<file path="config.mk">
export PLATFORM = sky130hd
export DESIGN_NAME = cpu_sequencer
export DESIGN_NICKNAME = d
export VERILOG_FILES = /design/src/rtl/cpu_sequencer.sv
export SDC_FILE = /design/constraint.sdc
export NUM_CORES = 1
export LEC_CHECK = 0
export CAP_MARGIN = 10
export CELL_PAD_IN_SITES_DETAIL_PLACEMENT = 1
export CELL_PAD_IN_SITES_GLOBAL_PLACEMENT = 2
export CORE_MARGIN = 5
export CORE_UTILIZATION = 30
export DETAILED_ROUTE_END_ITERATION = 16
export PLACE_DENSITY = 0.76
export SLEW_MARGIN = 20
export SYNTH_ARGS = -nofsm -noshare
export SYNTH_HDL_FRONTEND = slang
export SYNTH_SLANG_ARGS = --single-unit
export TNS_END_PERCENT = 5
</file>
<file path="constraint.sdc">
create_clock -name clk -period 3.6 [get_ports clk]
set_input_delay 0.36 -clock clk [delete_from_list [all_inputs] [get_ports clk]]
set_output_delay 0.36 -clock clk [all_outputs]
set_load 0.05 [all_outputs]
</file>
<file path="src/rtl/cpu_sequencer.sv">
// Multi-cycle control sequencer and instruction pointer for the CPU core.
// Moore stage strobes are registered from the next state, so each one lines up with its state.
module cpu_sequencer #(
    parameter int unsigned PC_WIDTH                   = 16,
    parameter logic [PC_WIDTH-1:0] RESET_VECTOR       = {PC_WIDTH{1'b0}},
    parameter int unsigned PC_STEP                    = 1,
    parameter int unsigned CNT_WIDTH                  = 32
) (
    input  logic                 clk,
    input  logic                 reset,
    input  logic                 fetch_ready,
    input  logic                 mem_ready,
    input  logic                 dec_mem_load,
    input  logic                 dec_mem_store,
    input  logic                 dec_reg_store,
    input  logic                 dec_halt,
    input  logic                 branch_taken,
    input  logic                 branch_absolute,
    input  logic [PC_WIDTH-1:0]  branch_target,
    input  logic                 run,
    output logic [PC_WIDTH-1:0]  pc,
    output logic                 do_fetch,
    output logic                 do_register_load,
    output logic                 do_alu_operation,
    output logic                 do_memory_fetch,
    output logic                 do_memory_store,
    output logic                 do_register_store,
    output logic                 do_next,
    output logic                 halted,
    output logic [CNT_WIDTH-1:0] retired_count
);

    typedef enum logic [2:0] {
        S_FETCH     = 3'd0,
        S_REG_LOAD  = 3'd1,
        S_ALU       = 3'd2,
        S_MEM_FETCH = 3'd3,
        S_MEM_STORE = 3'd4,
        S_REG_STORE = 3'd5,
        S_NEXT      = 3'd6,
        S_HALT      = 3'd7
    } state_t;

    localparam logic [PC_WIDTH-1:0]  PC_STEP_W  = PC_WIDTH'(PC_STEP);
    localparam logic [CNT_WIDTH-1:0] CNT_ONE    = {{(CNT_WIDTH-1){1'b0}}, 1'b1};
    localparam logic [6:0]           STRB_FETCH = 7'b1000000;

    state_t                state_q, state_d;
    logic                  mem_load_q, mem_load_d;
    logic                  mem_store_q, mem_store_d;
    logic                  reg_store_q, reg_store_d;
    logic                  halt_q, halt_d;
    logic                  br_taken_q, br_taken_d;
    logic                  br_abs_q, br_abs_d;
    logic [PC_WIDTH-1:0]   br_target_q, br_target_d;
    logic [PC_WIDTH-1:0]   pc_q, pc_d;
    logic [CNT_WIDTH-1:0]  cnt_q, cnt_d;
    logic [6:0]            strobe_q, strobe_d;
    logic                  halted_q, halted_d;

    // Strobe order: fetch, reg load, alu, mem fetch, mem store, reg store, next.
    function automatic logic [6:0] decode_strobes(input state_t s);
        logic [6:0] v;
        case (s)
            S_FETCH:     v = 7'b1000000;
            S_REG_LOAD:  v = 7'b0100000;
            S_ALU:       v = 7'b0010000;
            S_MEM_FETCH: v = 7'b0001000;
            S_MEM_STORE: v = 7'b0000100;
            S_REG_STORE: v = 7'b0000010;
            S_NEXT:      v = 7'b0000001;
            S_HALT:      v = 7'b0000000;
            default:     v = 7'b0000000;
        endcase
        return v;
    endfunction

    // Next-state, operand latching and retire-time PC/counter update.
    always_comb begin
        state_d     = state_q;
        mem_load_d  = mem_load_q;
        mem_store_d = mem_store_q;
        reg_store_d = reg_store_q;
        halt_d      = halt_q;
        br_taken_d  = br_taken_q;
        br_abs_d    = br_abs_q;
        br_target_d = br_target_q;
        pc_d        = pc_q;
        cnt_d       = cnt_q;
        case (state_q)
            S_FETCH: begin
                if (fetch_ready) begin
                    state_d = S_REG_LOAD;
                end else begin
                    state_d = S_FETCH;
                end
            end
            S_REG_LOAD: begin
                mem_load_d  = dec_mem_load;
                mem_store_d = dec_mem_store;
                reg_store_d = dec_reg_store;
                halt_d      = dec_halt;
                state_d     = S_ALU;
            end
            S_ALU: begin
                br_taken_d  = branch_taken;
                br_abs_d    = branch_absolute;
                br_target_d = branch_target;
                if (mem_load_q) begin
                    state_d = S_MEM_FETCH;
                end else if (mem_store_q) begin
                    state_d = S_MEM_STORE;
                end else if (reg_store_q) begin
                    state_d = S_REG_STORE;
                end else begin
                    state_d = S_NEXT;
                end
            end
            S_MEM_FETCH: begin
                // A latched store after a load makes this a read-modify-write.
                if (!mem_ready) begin
                    state_d = S_MEM_FETCH;
                end else if (mem_store_q) begin
                    state_d = S_MEM_STORE;
                end else if (reg_store_q) begin
                    state_d = S_REG_STORE;
                end else begin
                    state_d = S_NEXT;
                end
            end
            S_MEM_STORE: begin
                if (!mem_ready) begin
                    state_d = S_MEM_STORE;
                end else if (reg_store_q) begin
                    state_d = S_REG_STORE;
                end else begin
                    state_d = S_NEXT;
                end
            end
            S_REG_STORE: begin
                state_d = S_NEXT;
            end
            S_NEXT: begin
                // Relative offsets share the PC width, so a plain add wraps correctly.
                if (br_taken_q && br_abs_q) begin
                    pc_d = br_target_q;
                end else if (br_taken_q) begin
                    pc_d = pc_q + br_target_q;
                end else begin
                    pc_d = pc_q + PC_STEP_W;
                end
                cnt_d = cnt_q + CNT_ONE;
                if (halt_q) begin
                    state_d = S_HALT;
                end else begin
                    state_d = S_FETCH;
                end
            end
            S_HALT: begin
                if (run) begin
                    state_d = S_FETCH;
                end else begin
                    state_d = S_HALT;
                end
            end
            default: begin
                state_d = S_FETCH;
            end
        endcase
        strobe_d = decode_strobes(state_d);
        halted_d = (state_d == S_HALT);
    end

    // State, latches, PC, counter and registered strobes; reset abandons any access.
    always_ff @(posedge clk) begin
        if (reset) begin
            state_q     <= S_FETCH;
            mem_load_q  <= 1'b0;
            mem_store_q <= 1'b0;
            reg_store_q <= 1'b0;
            halt_q      <= 1'b0;
            br_taken_q  <= 1'b0;
            br_abs_q    <= 1'b0;
            br_target_q <= {PC_WIDTH{1'b0}};
            pc_q        <= RESET_VECTOR;
            cnt_q       <= {CNT_WIDTH{1'b0}};
            strobe_q    <= STRB_FETCH;
            halted_q    <= 1'b0;
        end else begin
            state_q     <= state_d;
            mem_load_q  <= mem_load_d;
            mem_store_q <= mem_store_d;
            reg_store_q <= reg_store_d;
            halt_q      <= halt_d;
            br_taken_q  <= br_taken_d;
            br_abs_q    <= br_abs_d;
            br_target_q <= br_target_d;
            pc_q        <= pc_d;
            cnt_q       <= cnt_d;
            strobe_q    <= strobe_d;
            halted_q    <= halted_d;
        end
    end

    assign pc                = pc_q;
    assign retired_count     = cnt_q;
    assign halted            = halted_q;
    assign do_fetch          = strobe_q[6];
    assign do_register_load  = strobe_q[5];
    assign do_alu_operation  = strobe_q[4];
    assign do_memory_fetch   = strobe_q[3];
    assign do_memory_store   = strobe_q[2];
    assign do_register_store = strobe_q[1];
    assign do_next           = strobe_q[0];

endmodule

</file>
==> results of run 1 <==
## cells by family after synthesis
family,after synthesis,synth area share
AOI/OAI and AO/OA,114,0.171
xor gates and xnor gates,36,0.0772
adders and majority gates,17,0.0539
buffers and inverters,28,0.0267
DFF,81,0.397
muxes,5,0.0126
and+or+nand+nor,218,0.261
## stage by stage
stage	cell area, sq um	hold WS (ns)	utilization	setup slack [ns]
2_1_floorplan	4080	0.440	-	1.04
3_3_place_gp	5070	0.463	0.381	0.741
3_5_place_dp	5070	0.461	0.381	0.639
4_1_cts	5360	0.448	0.403	0.615
5_1_grt	5360	0.471	0.403	0.393
6_report	5360	0.455	0.403	0.654
## per-layer routing
layer,wire (microns),share of wire
met1,5520,0.45
met2,5960,0.49
met4,119,0.0097
met3,644,0.053
met5,0,0
## sequential cells by signal (all words and copies together) (netlist names)
| signal | flops |
|---|---|
| retired_count | 32 |
| reg_store_q | 1 |
| pc | 16 |
| br_abs_q | 1 |
| mem_load_q | 1 |
| br_target_q | 16 |
| mem_store_q | 1 |
| halted | 1 |
| strobe_q | 7 |
| halt_q | 1 |
| state_q | 3 |
| br_taken_q | 1 |
## worst register-to-register path: stages (launching register included)
cell                       delay [ns]
sky130_fd_sc_hd__dfxtp_1         0.69
sky130_fd_sc_hd__nand2b_1        0.11
sky130_fd_sc_hd__ha_1            0.26
sky130_fd_sc_hd__fa_1            0.44
sky130_fd_sc_hd__a211oi_1        0.37
sky130_fd_sc_hd__o21ai_0         0.24
sky130_fd_sc_hd__a41oi_1         0.36
sky130_fd_sc_hd__o21bai_1        0.13
sky130_fd_sc_hd__xnor2_1         0.16
sky130_fd_sc_hd__o32ai_1         0.09
## how the worst max path moves through the flow
stage                    start  slack (ns)      to
floorplan           br_taken_q        1.04  pc[11]
global placement    br_taken_q        0.74  pc[12]
detailed placement  br_taken_q        0.64  pc[12]
CTS                 br_taken_q        0.62  pc[12]
global route        br_taken_q        0.39  pc[12]
finish              br_taken_q        0.65  pc[12]
## where the power goes
| part | total, mW | leakage, nW | switching (mW) | internal, mW |
|---|---|---|---|---|
| registers | 1.12 | 0.655 | 0.116 | 1.00 |
| clock network | 0.906 | 0.136 | 0.369 | 0.536 |
| logic | 0.709 | 1.22 | 0.445 | 0.264 |
## synth_stat cells (all sizes together), types with 2 or more instances
master and number:
o21ai 21, a211oi 8, buf 2, o211ai 4, ha 16, o32ai 2
o21bai 4, nand2 80, dfxtp 81, nand3 18, and4 2, and2 18
o22ai 5, mux2i 4, or3 7, nand2b 3, a21o 7, nor3 4
a311oi 4, a2111oi 2, and3 11, a21oi 46, xor2 23, inv 5
xnor2 13, clkbuf 21, nor3b 2, nand4 8, a41oi 2, nor2b 5
nor2 55, a22oi 2
## final cells by class
type	instances	area [sq um]
Sequential cell	81	1620
Clock inverter	4	55.1
Tap cell	176	220
Inverter	5	18.8
Fill cell	1602	7940
Clock buffer	11	233
Timing Repair Buffer	87	853
Multi-Input combinational cell	390	2350
==> impl_metrics.tcl, run 1 <==
set metrics [dict create \
    setup_viol 0 \
    groute.layer.met1.usage 0.190 \
    setup_repair_after_global_routing_missed_its_margin "no" \
    dr.pass1.iters 4 \
    final_period_minus_worst_setup_slack_ns 2.95 \
    die_height_microns 127 \
    clk_latency_ns 0.35 \
    hold_path_class "input port to flop" \
    synth_edf_count 0 \
    areaGrowthSynthToFinish_pct 31.1 \
    first_global_vias 4032 \
    route.vias.total 3794 \
    cts_setup_buffers 0 \
    routed_wire_length_per_instance_microns 16.2 \
    num-nets-final 618 \
    timing.rr.end "pc[12]" \
    setup.worst_path.end_class "flop" \
    ctsHoldBuffers 0 \
    worst_hold_path.num_cells 2 \
    ff2ff_setup_slack_ns 0.65 \
    portBuffers 82 \
    antenna-diode-count 0 \
    detailedRoute.firstIterationViolations 150 \
    final.period_utilization 0.818 \
    run_status "complete, no violations" \
    layout.cells.non_filler 754 \
    critical-path-max-stage-delay_ns 0.69 \
    placedCellCount 739 \
    number_of_instances_resized_during_post_cts_repair 0 \
    final.setup_skew_ns 0.00719 \
    ys_seq_area_frac 0.397 \
    post_synth_inst_count 499 \
    final.setup.tns_ns 0 \
    dieArea_sq_um 16000 \
    worstSetupStartpointType "flop" \
    crit_fanout 19 \
    fmax_mhz 339 \
    finalMaxSlewViolations 0 \
    critPathTopFamily "compound AO/OA/AOI/OAI gates" \
    viasPerCell 5.03 \
    path_buf_inv 0 \
    drtAntennaViolNets 0 \
    synth.top_cells.by_area "sky130_fd_sc_hd__dfxtp_1 40%, sky130_fd_sc_hd__nand2_1 7.4%, sky130_fd_sc_hd__a21oi_1 5.6%" \
    finalHoldViolCount 0 \
    drt_drc_violations_left 0 \
    syn_nets 543 \
    crit_arrival_ns 3.17 \
    synth-main-ff-cell "sky130_fd_sc_hd__dfxtp_1" \
    crit-reg2reg-launch "br_taken_q" \
    worstHoldEndpoint "pc[4]" \
    ys_types 54 \
    globalplace.congestion 0.834 \
    grt_util_met3 0.0555 \
    cpMaxStageDelayCell "sky130_fd_sc_hd__dfxtp_1" \
    cts-root-buf "sky130_fd_sc_hd__clkbuf_16" \
    syn_area_sq_um 4080 \
    rr_worst_depth 9 \
    grt.total_usage 0.157 \
    clkTransAtPathRegs_ns 0.06 \
    globalRoute.totalOverflow 0 \
    numClockSinks 81 \
    power_mw 2.73 \
    dpl.hpwl_microns 8980 \
    floorplan.initialDensity 0.307 \
    drive_gt1_frac 0.0502 \
    worst-setup-path-type "flop to flop" \
    synthesis.area_per_instance_sq_um 8.18 \
    routed_wl_microns 12200 \
    worst-slew-pin-transition_ns 0.798 \
    grt.met2_usage 0.266 \
    crit_required_ns 3.82 \
    cts_htree_levels 3 \
    critical_path.cell_chain "nand2b_1, ha_1, fa_1, a211oi_1, o21ai_0, a41oi_1, o21bai_1, xnor2_1, o32ai_1" \
    ios 83 \
    placeableCoreArea_sq_um 13300 \
    post-synth-top-area-cell "sky130_fd_sc_hd__dfxtp_1" \
    ys_async_sr_fraction 0 \
    cts-buffers-inserted 9 \
    top_usage_layer "met2" \
    register_bit_total_from_synthesis 81 \
    power-per-cell-area_nw_per_um2 510 \
    pin_count_of_the_biggest_net_entering_global_routing 36 \
    max_cap_viol_count 0 \
    total_leakage_power_nw 2.01 \
    worst_slew_margin_rel 0.466 \
    grt_pass1_wl_microns 20500 \
    die-width_microns 127 \
    ys_warnings 0 \
    placement_rows 42 \
    antenna_found_initial 0 \
    ir_worst_vdd_uv 217 \
    hold_path.startpoint "reset" \
    layout_common_cells "81 x sky130_fd_sc_hd__dfxtp_1, 81 x sky130_fd_sc_hd__clkdlybuf4s50_1, 80 x sky130_fd_sc_hd__nand2_1" \
    tritoncts "built" \
    synth_top_cell_area_share 0.397 \
    clock_path_buffers 2 \
    crit_cells 9 \
]
Power figures use the tool's default switching activity.
==> run 2: changes to the inputs <==
- clock period: 3.6 -> 3.08 ns (I/O delays scaled with it)
==> impl_metrics.tcl, run 2 (synthesis results as in run 1) <==
set metrics [dict create \
    clockPowerShare 0.327 \
    final.period_utilization 0.907 \
    finalMaxSlewViolations 0 \
    largest_register_ffs 32 \
    drtAntennaViolNets 0 \
    sequentialPowerShare 0.408 \
    p_comb_frac 0.264 \
    antenna-diode-count 0 \
    die_height_microns 127 \
    crit_required_ns 3.33 \
    routed_wl_microns 12500 \
    power_mw 3.20 \
    seqCellArea_sq_um 1620 \
    fmax_mhz 358 \
    first_global_vias 4005 \
    route.vias.total 3831 \
    placedCellCount 741 \
    antenna_found_initial 0 \
    placeableCoreArea_sq_um 13300 \
    critPathTopFamily "compound AO/OA/AOI/OAI gates" \
    setup_repair_after_global_routing_missed_its_margin "no" \
    p_int_mw 2.11 \
    cts-buffers-inserted 9 \
    fillCellCount 1571 \
    worst_setup_path_startpoint "br_taken_q" \
    power_switching_mw 1.09 \
    max_cap_viol_count 0 \
    die-width_microns 127 \
    power-per-cell-area_nw_per_um2 595 \
    detailedRoute.firstIterationViolations 168 \
    run_status "complete, no violations" \
    rr_worst_depth 9 \
    crit-reg2reg-launch "br_taken_q" \
    tritoncts "built" \
    finalHoldViolCount 0 \
    crit_arrival_ns 3.05 \
    clkTransAtPathRegs_ns 0.06 \
    swShare 0.342 \
    crit_cells 9 \
    ios 83 \
    placement_rows 42 \
    final.setup.tns_ns 0 \
    routed_wire_length_per_instance_microns 16.5 \
    critical-path-max-stage-delay_ns 0.58 \
    dpl.hpwl_microns 9050 \
    grt_pass1_wl_microns 20400 \
    drt_drc_violations_left 0 \
    hold_path_class "input port to flop" \
    timing.critical_path.to "pc[11]" \
    setup.worst_path.end_class "flop" \
    timing.rr.end "pc[11]" \
    drive_gt1_frac 0.0518 \
    setup_viol 0 \
    clk_latency_ns 0.34 \
    cpMaxStageDelayCell "sky130_fd_sc_hd__dfxtp_1" \
    pin_count_of_the_biggest_net_entering_global_routing 57 \
    total_leakage_power_nw 2.02 \
    worstSetupStartpointType "flop" \
    worst-slew-pin-transition_ns 0.805 \
    final_period_minus_worst_setup_slack_ns 2.79 \
    cts-root-buf "sky130_fd_sc_hd__clkbuf_16" \
    ff2ff_setup_slack_ns 0.29 \
    num-nets-final 620 \
    areaGrowthSynthToFinish_pct 31.5 \
    numClockSinks 81 \
    ir_worst_vdd_uv 242 \
    dieArea_sq_um 16000 \
    globalplace.congestion 0.864 \
    floorplan.initialDensity 0.307 \
    grt.total_usage 0.157 \
    crit_top_cell "sky130_fd_sc_hd__o21ai_0" \
    crit_fanout 12 \
    globalRoute.totalOverflow 0 \
    layout_common_cells "81 x sky130_fd_sc_hd__dfxtp_1, 81 x sky130_fd_sc_hd__clkdlybuf4s50_1, 80 x sky130_fd_sc_hd__nand2_1" \
    number_of_instances_resized_during_post_cts_repair 0 \
    layout.cells.non_filler 755 \
    portBuffers 82 \
    clock_path_buffers 2 \
    final.setup_skew_ns 0.00539 \
    worst-setup-path-type "flop to flop" \
    critical_path.cell_chain "buf_4, and2_1, ha_1, o21ai_0, o21ai_0, a21oi_1, nand2b_1, mux2_2, a211oi_1" \
    ctsHoldBuffers 0 \
    viasPerCell 5.07 \
    cts_htree_levels 3 \
    dr.pass1.iters 4 \
    path_buf_inv 1 \
    cts_setup_buffers 0 \
    multi_input_comb_area_sq_um 2350 \
    worst_slew_margin_rel 0.462 \
]
==> run 2: layer usage <==
layer | GRT usage | part of all wire | wire length (microns)
met5 | 0 | 0 | 0
met4 | 0.0555 | 0.015 | 184
met3 | 0.0416 | 0.044 | 550
met2 | 0.263 | 0.48 | 5940
met1 | 0.195 | 0.46 | 5790
==> run 2: final cells by class <==
cell class,count,share of cell area
multi-input combinational,390,0.438
clock inverter,3,0.00815
inverter,5,0.00349
clock buffer,11,0.0433
sequential,81,0.302
tap,176,0.0410
timing repair buffer,89,0.164
==> run 2: worst reg2reg max path, delay by kind of cell (launching register included) <==
family	cells	cell delay, ns
flops	1	0.58
buf+inv	1	0.23
compound gates	4	1.01
mux	1	0.33
simple gates	2	0.29
fa+ha+maj	1	0.28
==> run 2: power by group through the flow <==
stage / Sequential [mW] / Combinational [mW] / Clock [mW]
3_3_place_gp: 1.32 / 0.833 / 0
2_1_floorplan: 1.39 / 0.492 / 0
3_5_place_dp: 1.33 / 0.857 / 0
6_report: 1.30 / 0.846 / 1.05
4_1_cts: 1.30 / 0.861 / 1.07
5_1_grt: 1.33 / 0.933 / 1.12
==> run 2: per-stage QoR <==
stage	setup slack, ns	cell area [sq um]	util	hold WS, ns
global placement	0.355	5090	0.383	0.457
CTS	0.267	5370	0.404	0.411
global route	0.000207	5370	0.404	0.430
finish	0.285	5370	0.404	0.415
detailed placement	0.276	5090	0.383	0.466
floorplan	0.519	4080	-	0.403
==> run 2: how the worst min path moves through the flow <==
stage | from | endpoint | cells after the start
3_3_place_gp | br_target_q[14] | br_target_q[14] | 2
2_1_floorplan | reset | state_q[2] | 1
4_1_cts | reset | pc[4] | 2
6_report | reset | pc[4] | 2
3_5_place_dp | br_target_q[5] | br_target_q[5] | 2
5_1_grt | reset | pc[4] | 2
